**src/rtl/mux_sum_accumulator_pkg.sv**
```systemverilog
// Shared state encodings and default widths for the mux sum accumulator.
package mux_sum_accumulator_pkg;

  localparam logic [1:0] ST_IDLE  = 2'd0;
  localparam logic [1:0] ST_ACCUM = 2'd1;
  localparam logic [1:0] ST_HOLD  = 2'd2;

  localparam int unsigned DEF_DATA_W  = 2;
  localparam int unsigned DEF_ACC_W   = 8;
  localparam int unsigned DEF_COUNT_N = 8;

endpackage

```
**src/rtl/mux_sum_accumulator_rca_adder.sv**
```systemverilog
// Ripple-carry adder built from a chain of full adders.
module rca_adder #(
  parameter int unsigned W = 8
) (
  input  logic [W-1:0] a_i,
  input  logic [W-1:0] b_i,
  input  logic         cin_i,
  output logic [W-1:0] sum_o,
  output logic         cout_o
);

  logic [W:0] carry;

  assign carry[0] = cin_i;

  for (genvar i = 0; i < W; i++) begin : g_fa
    assign sum_o[i]   = a_i[i] ^ b_i[i] ^ carry[i];
    assign carry[i+1] = (a_i[i] & b_i[i]) | (carry[i] & (a_i[i] ^ b_i[i]));
  end

  assign cout_o = carry[W];

endmodule

```
**src/rtl/mux_sum_accumulator.sv**
```systemverilog
// Frames COUNT_N accepted mux samples into a wrapping running sum with sticky
// carry-out flag; DONE pulses once per completed frame.
module mux_sum_accumulator
  import mux_sum_accumulator_pkg::*;
#(
  parameter int unsigned DATA_W  = DEF_DATA_W,
  parameter int unsigned ACC_W   = DEF_ACC_W,
  parameter int unsigned COUNT_N = DEF_COUNT_N
) (
  input  logic                             clk,
  input  logic                             rst,
  input  logic                             start_i,
  input  logic                             in_valid_i,
  output logic                             in_ready_o,
  input  logic [DATA_W-1:0]                d_i,
  output logic [ACC_W-1:0]                 sum_o,
  output logic                             ovf_o,
  output logic [$clog2(COUNT_N+1)-1:0]     cnt_o,
  output logic                             done_o
);

  localparam int unsigned CNT_W = $clog2(COUNT_N + 1);

  logic [1:0]       state_q, state_d;
  logic [ACC_W-1:0] sum_q, sum_d;
  logic             ovf_q, ovf_d;
  logic [CNT_W-1:0] cnt_q, cnt_d;
  logic             done_q, done_d;
  logic             ready_q;

  logic [ACC_W-1:0] add_sum;
  logic             add_cout;
  logic             xfer;
  logic [CNT_W-1:0] cnt_inc;

  rca_adder #(.W(ACC_W)) u_add (
    .a_i    (sum_q),
    .b_i    (ACC_W'(d_i)),
    .cin_i  (1'b0),
    .sum_o  (add_sum),
    .cout_o (add_cout)
  );

  assign xfer    = in_valid_i & ready_q;
  assign cnt_inc = CNT_W'(cnt_q + CNT_W'(1));

  // Next-state: START always wins and discards any concurrent sample.
  always_comb begin
    state_d = state_q;
    sum_d   = sum_q;
    ovf_d   = ovf_q;
    cnt_d   = cnt_q;
    done_d  = 1'b0;
    case (state_q)
      ST_IDLE, ST_HOLD: begin
        if (start_i) begin
          sum_d   = '0;
          ovf_d   = 1'b0;
          cnt_d   = '0;
          state_d = ST_ACCUM;
        end
      end
      ST_ACCUM: begin
        if (start_i) begin
          sum_d = '0;
          ovf_d = 1'b0;
          cnt_d = '0;
        end else if (xfer) begin
          sum_d = add_sum;
          ovf_d = ovf_q | add_cout;
          cnt_d = cnt_inc;
          if (cnt_inc == CNT_W'(COUNT_N)) begin
            state_d = ST_HOLD;
            done_d  = 1'b1;
          end
        end
      end
      default: state_d = ST_IDLE;
    endcase
  end

  always_ff @(posedge clk or posedge rst) begin
    if (rst) begin
      state_q <= ST_IDLE;
      sum_q   <= '0;
      ovf_q   <= 1'b0;
      cnt_q   <= '0;
      done_q  <= 1'b0;
      ready_q <= 1'b0;
    end else begin
      state_q <= state_d;
      sum_q   <= sum_d;
      ovf_q   <= ovf_d;
      cnt_q   <= cnt_d;
      done_q  <= done_d;
      ready_q <= (state_d == ST_ACCUM);
    end
  end

  assign in_ready_o = ready_q;
  assign sum_o      = sum_q;
  assign ovf_o      = ovf_q;
  assign cnt_o      = cnt_q;
  assign done_o     = done_q;

endmodule

```
**config.mk**
```make
export PLATFORM = sky130hd
export DESIGN_NAME = mux_sum_accumulator
export DESIGN_NICKNAME = d
export VERILOG_FILES = /design/src/rtl/mux_sum_accumulator_pkg.sv /design/src/rtl/mux_sum_accumulator_rca_adder.sv /design/src/rtl/mux_sum_accumulator.sv
export SDC_FILE = /design/constraint.sdc
export NUM_CORES = 1
export LEC_CHECK = 0
export CAP_MARGIN = 20
export CORE_ASPECT_RATIO = 1.1
export CORE_MARGIN = 1
export CORE_UTILIZATION = 52
export CTS_BUF_LIST = sky130_fd_sc_hd__clkbuf_4 sky130_fd_sc_hd__clkbuf_8
export DETAILED_ROUTE_END_ITERATION = 7
export GPL_TIMING_DRIVEN = 0
export HOLD_SLACK_MARGIN = 0.1
export PLACE_DENSITY = 0.89
export SYNTH_ARGS = -nofsm -noshare
export SYNTH_HDL_FRONTEND = slang
export SYNTH_SLANG_ARGS = --single-unit
```
**constraint.sdc**
```tcl
create_clock -name clk -period 3.5 [get_ports clk]
set_input_delay 0.35 -clock clk [delete_from_list [all_inputs] [get_ports clk]]
set_output_delay 0.35 -clock clk [all_outputs]
set_load 0.005 [all_outputs]
```
# == After elaboration in Yosys (flattened, before gate mapping) ==
# Index checks and enable logic that the tools add are counted.
# totals
mem_bits_ro,0
latch_bits,0
input_bits,6
reg_bits,17
n_memories,0
ram_bits,0
# classes
div,0
n_shift,0
mul,0
mux,21
eq_ne,6
reduce_logical,4
add_sub_neg,1
bitwise_logic,21
order_cmp,0
# op_table
operator,count
2-to-1 mux 8 bit,3
one-hot mux 8 bit (2 select lines),1
2-to-1 mux 4 bit,3
bitwise AND 1 bit,10
XOR 1 bit,9
2-to-1 mux 2 bit,4
one-hot mux 4 bit (2 select lines),1
2-to-1 mux 1 bit,7
adder 4 x 1 -> 4 bit (second input constant),1
== test 2 x 1 -> 1 bit (second input constant),2
== test 4 bit (second input constant),1
one-hot mux 2 bit (2 select lines),1
inequality test 3 bit (second input constant),1
AND reduction 3 bit,1
== test 2 bit (second input constant),1
zero test 2 bit,1
inequality test 2 bit (second input constant),1
OR 1 bit,2
one-hot mux 1 bit (2 select lines),1
nonzero test 2 bit,1
OR reduction 2 bit,1

# == Longest topological paths before layout ==
# depth
word_depth,13
mapped_depth,9
ltp_nobuf,9

# == By module ==
# From an unflattened synthesis, not the netlist that was laid out.
# unflattened
hier_cells,76
area_unflattened_um2,924.6
# by_module_without_submodules
mod,n_inst,cells_per_inst,area_each_um2
mux_sum_accumulator,1,58,726.9
rca_adder,1,18,197.7

# == Worst setup path before layout ==
# Ideal clock, no wire load.
# synth_path
path_type,register to register
from,register sum_q[0] (netlist: sum_o[0])
to,register sum_q[7] (netlist: sum_o[7])
path_buffers,0
stages_incl_launch_ff,10
arrival_time_ps,2250
t_required_ps,3379
slack_ps,1129
path_cell_list,dfrtp_1 -> ha_1 -> fa_1 -> ha_1 -> ha_1 -> ha_1 -> ha_1 -> ha_1 -> ha_1 -> a22o_1
# synth_between
elab_chain_len,12
# synth_rtl
element,line,source
start: declaration,mux_sum_accumulator.sv:25,"logic [ACC_W-1:0] sum_q, sum_d;"
start signal: assignment,mux_sum_accumulator.sv:92,sum_q <= sum_d;
bitwise AND 1 bit (2 in a row),mux_sum_accumulator_rca_adder.sv:18,assign carry[i+1] = (a_i[i] & b_i[i]) | (carry[i] & (a_i[i] ^ b_i[i]));
OR 1 bit,mux_sum_accumulator_rca_adder.sv:18,
bitwise AND 1 bit (5 in a row),mux_sum_accumulator_rca_adder.sv:18,
XOR 1 bit,mux_sum_accumulator_rca_adder.sv:17,assign sum_o[i] = a_i[i] ^ b_i[i] ^ carry[i];
2-to-1 mux 8 bit,mux_sum_accumulator.sv:68,end else if (xfer) begin
2-to-1 mux 8 bit,mux_sum_accumulator.sv:64,if (start_i) begin
one-hot mux 8 bit (2 select lines),mux_sum_accumulator.sv:54,case (state_q)
# Every way passes these cells. The select of a mux whose other input is x is not followed.
# A chain may end at the register's enable or synchronous reset.

# == Worst setup path after layout ==
# layout_path
from,input port d_i[0]
to,register sum_q[7] (netlist: sum_o[7])
# layout_between
elab_chain_len,12
# layout_rtl
element,line,source
start: declaration,mux_sum_accumulator.sv:15,"input logic [DATA_W-1:0] d_i,"
bitwise AND 1 bit (2 in a row),mux_sum_accumulator_rca_adder.sv:18,
OR 1 bit,mux_sum_accumulator_rca_adder.sv:18,
bitwise AND 1 bit (5 in a row),mux_sum_accumulator_rca_adder.sv:18,
XOR 1 bit,mux_sum_accumulator_rca_adder.sv:17,
2-to-1 mux 8 bit,mux_sum_accumulator.sv:68,
2-to-1 mux 8 bit,mux_sum_accumulator.sv:64,
one-hot mux 8 bit (2 select lines),mux_sum_accumulator.sv:54,
# Every way passes these cells. The select of a mux whose other input is x is not followed.

==> results.cfg <==
[run_status]
outcome = completed

[pwr]
p_clk_share_pct = 31.0
peakVddDrop_uv = 214
power.switching_uw = 86.9
intPower_uw = 279
p_seq_share_pct = 56.7
combPwrFrac_pct = 12.4
switching_share_pct = 23.7
p_leak_uw = 0.000541
powerDensity_mw_per_mm2 = 334

[critical_path]
rr_endpoint = sum_o[7]$_DFFE_PP0P_
reg2reg_depth = 9
rr_startpoint = sum_o[0]$_DFFE_PP0P_
cp_slowest_cell = clkdlybuf4s50_1
critPathMaxFanout = 1
worstPathCellList = clkdlybuf4s50_1 > ha_1 > fa_1 > ha_1 > ha_1 > ha_1 > ha_1 > ha_1 > ha_1 > a22o_1
timing.critical_path.from_type = input pin
reg2reg_slack_ns = 1.02
cp_data_arrival_time_ns = 2.73
cp_data_required_time_ns = 3.69
cpMostUsedCell = ha_1
crit_type = in2reg
cp_slowest_stage_delay_ns = 0.40
end_kind = flip-flop

[yosys]
synth.distinct_cells = 21
synthFlopType = dfrtp_1
synth.area.top_cells = dfrtp_1 50%, a22o_1 12%, ha_1 12%
synth_top_area_share_pct = 50.3
synth_top_cell_by_area = dfrtp_1
synth_enable_flop_cells = 0
synthesis.nets = 80
synth_warnings = 0
avgSynthCellArea_um2 = 13.0
async_flop_share_pct = 100
synth_area_um2 = 846
ys_seq_area_share_pct = 50.3
synth_seq_cells = 17
syn_inst = 65

[die]
core_area_mm2 = 0.00144
start_util_pct = 58.9
fp.dieW_um = 40.5
die_h_um = 44.3
core.rowCount = 14
dieArea_mm2 = 0.00179
boundaryPins = 21

[clock_tree]
cts_tree = built
cts_made_buffers = 3
cts-hold-fix-buffers = 0
clk_pin_slew_ns = 0.10
htree_levels = 1
cts_resized = 0
insertion_delay_ns = 0.29
post_cts_buffers = 0
cts_buffer_depth = 2
cts-root-buf = clkbuf_4
clock_sinks = 17

[route]
route.detailed.drc = 0
drtAntennaViolNets = 0
totalWireLength_mm = 1.51
drt_first_pass_iters = 4
drtIter0Drc = 20
wire_per_inst_um = 14.4
route.vias.total = 634
vias_per_cell = 6.04

[sta]
clock_skew_ns = 0.00215
min_period_ns = 2.54
worst_slack_ns = 0.958
grt_setup_unrepaired = false
finalSetupViolations = 0
slew_headroom_pct = 58.6
drv_slew = 0
finalCritPeriodShare_pct = 72.6
hold_viol = 0
fmax_mhz = 393
worstMarginPinSlew_ns = 0.621
setup_tns_ns = 0

[final_layout]
final_common_cell = clkdlybuf4s50_1
diodes = 0
final_cell_mix = 20 x clkdlybuf4s50_1, 17 x dfrtp_1, 12 x a22o_1
drive_gt1_share_pct = 14.6
num-nets-final = 105
final_util_pct = 76.3
fin_area_mm2 = 0.00110
area.growth.synth_to_final_pct = 29.6

[placement]
hpwlAfterDp_mm = 1.14
placed_cell_area_mm2 = 0.00107
gp_congestion = 0.855
placement.io_buffers = 20
pre_cts_ws_ns = 0.638

[hold_path]
hold_class = in2async

[global_routing]
grt_max_degree = 18
grt-ovfl-total = 0
grt_pass1_wl_mm = 2.46
antenna_found_initial = 0
grt_pass1_vias = 575
grtUsageTotal_pct = 20.9

[flow_run]
drv_cap = 0
-- layout make-up --
cell class                 count  area [um2]
sequential                    17         425
buffer                         2        22.5
tap                           16        20.0
multi-input combinational     44         390
clock buffer                   4        30.0
fill                          99         340
timing repair buffer          20         200
inverter                       2        7.51
-- worst max-delay path: cells and delay by family --
kind	cells	cell delay [ns]
adders and majority gates	8	1.77
buffers and inverters	1	0.40
AOI/OAI and AO/OA	1	0.20
-- registers in the layout, indices dropped and copies added, names as in the netlist --
name and count:
state_q 2, in_ready_o 1, sum_o 8, ovf_o 1, cnt_o 4, done_o 1
-- metrics by stage --
stage | total power (uW) | hold slack, ns | std cells
after floorplan | 233 | 0.276 | 65
after global placement | 255 | 0.483 | 101
after global routing | 382 | 0.508 | 105
final | 366 | 0.427 | 105
after detailed placement | 257 | 0.511 | 101
after CTS | 368 | 0.448 | 105
-- cells in the mapped netlist, types with 2 or more instances --
| cell type | count |
|---|---|
| a22o_1 | 12 |
| buf_6 | 2 |
| dfrtp_1 | 17 |
| ha_1 | 8 |
| inv_1 | 2 |
| nand2_1 | 5 |
| nand3_1 | 2 |
| nor2_1 | 3 |
| o221a_2 | 2 |
-- power groups by stage --
| stage | registers, uW | logic (uW) | clock network, uW |
|---|---|---|---|
| after floorplan | 211 | 22.7 | 0 |
| after global placement | 211 | 44.0 | 0 |
| after detailed placement | 211 | 45.8 | 0 |
| after CTS | 207 | 46.1 | 115 |
| after global routing | 208 | 51.0 | 123 |
| final | 207 | 45.2 | 113 |
-- per-layer routing --
layer	part of all wire (%)	GRT usage (%)
met4	2.4	12.0
met3	3.3	6.03
met5	0	0
met1	47	26.0
met2	48	31.4
-- how the worst max path moves through the flow --
stage                               startpoint              endpoint  slack (ns)  cells past startpoint
after floorplan           sum_o[0]$_DFFE_PP0P_  sum_o[7]$_DFFE_PP0P_        1.13                      9
after global placement                  d_i[0]  sum_o[7]$_DFFE_PP0P_        0.68                     10
after detailed placement                d_i[0]  sum_o[7]$_DFFE_PP0P_        0.64                     10
after CTS                               d_i[0]  sum_o[7]$_DFFE_PP0P_        0.95                     10
after global routing                    d_i[0]  sum_o[7]$_DFFE_PP0P_        0.90                     10
final                                   d_i[0]  sum_o[7]$_DFFE_PP0P_        0.96                     10
-- kinds of logic after synthesis --
group | after synthesis | synth area share, %
adder cells (fa/ha/maj) | 9 | 14.2
multiplexers | 1 | 1.33
AND/OR/NAND/NOR | 14 | 9.32
buffers and inverters | 4 | 3.55
XOR/XNOR | 1 | 1.04
AO/OA/AOI/OAI | 19 | 20.3
flip-flops | 17 | 50.3
No activity file was read; power rests on OpenSTA's default activity.
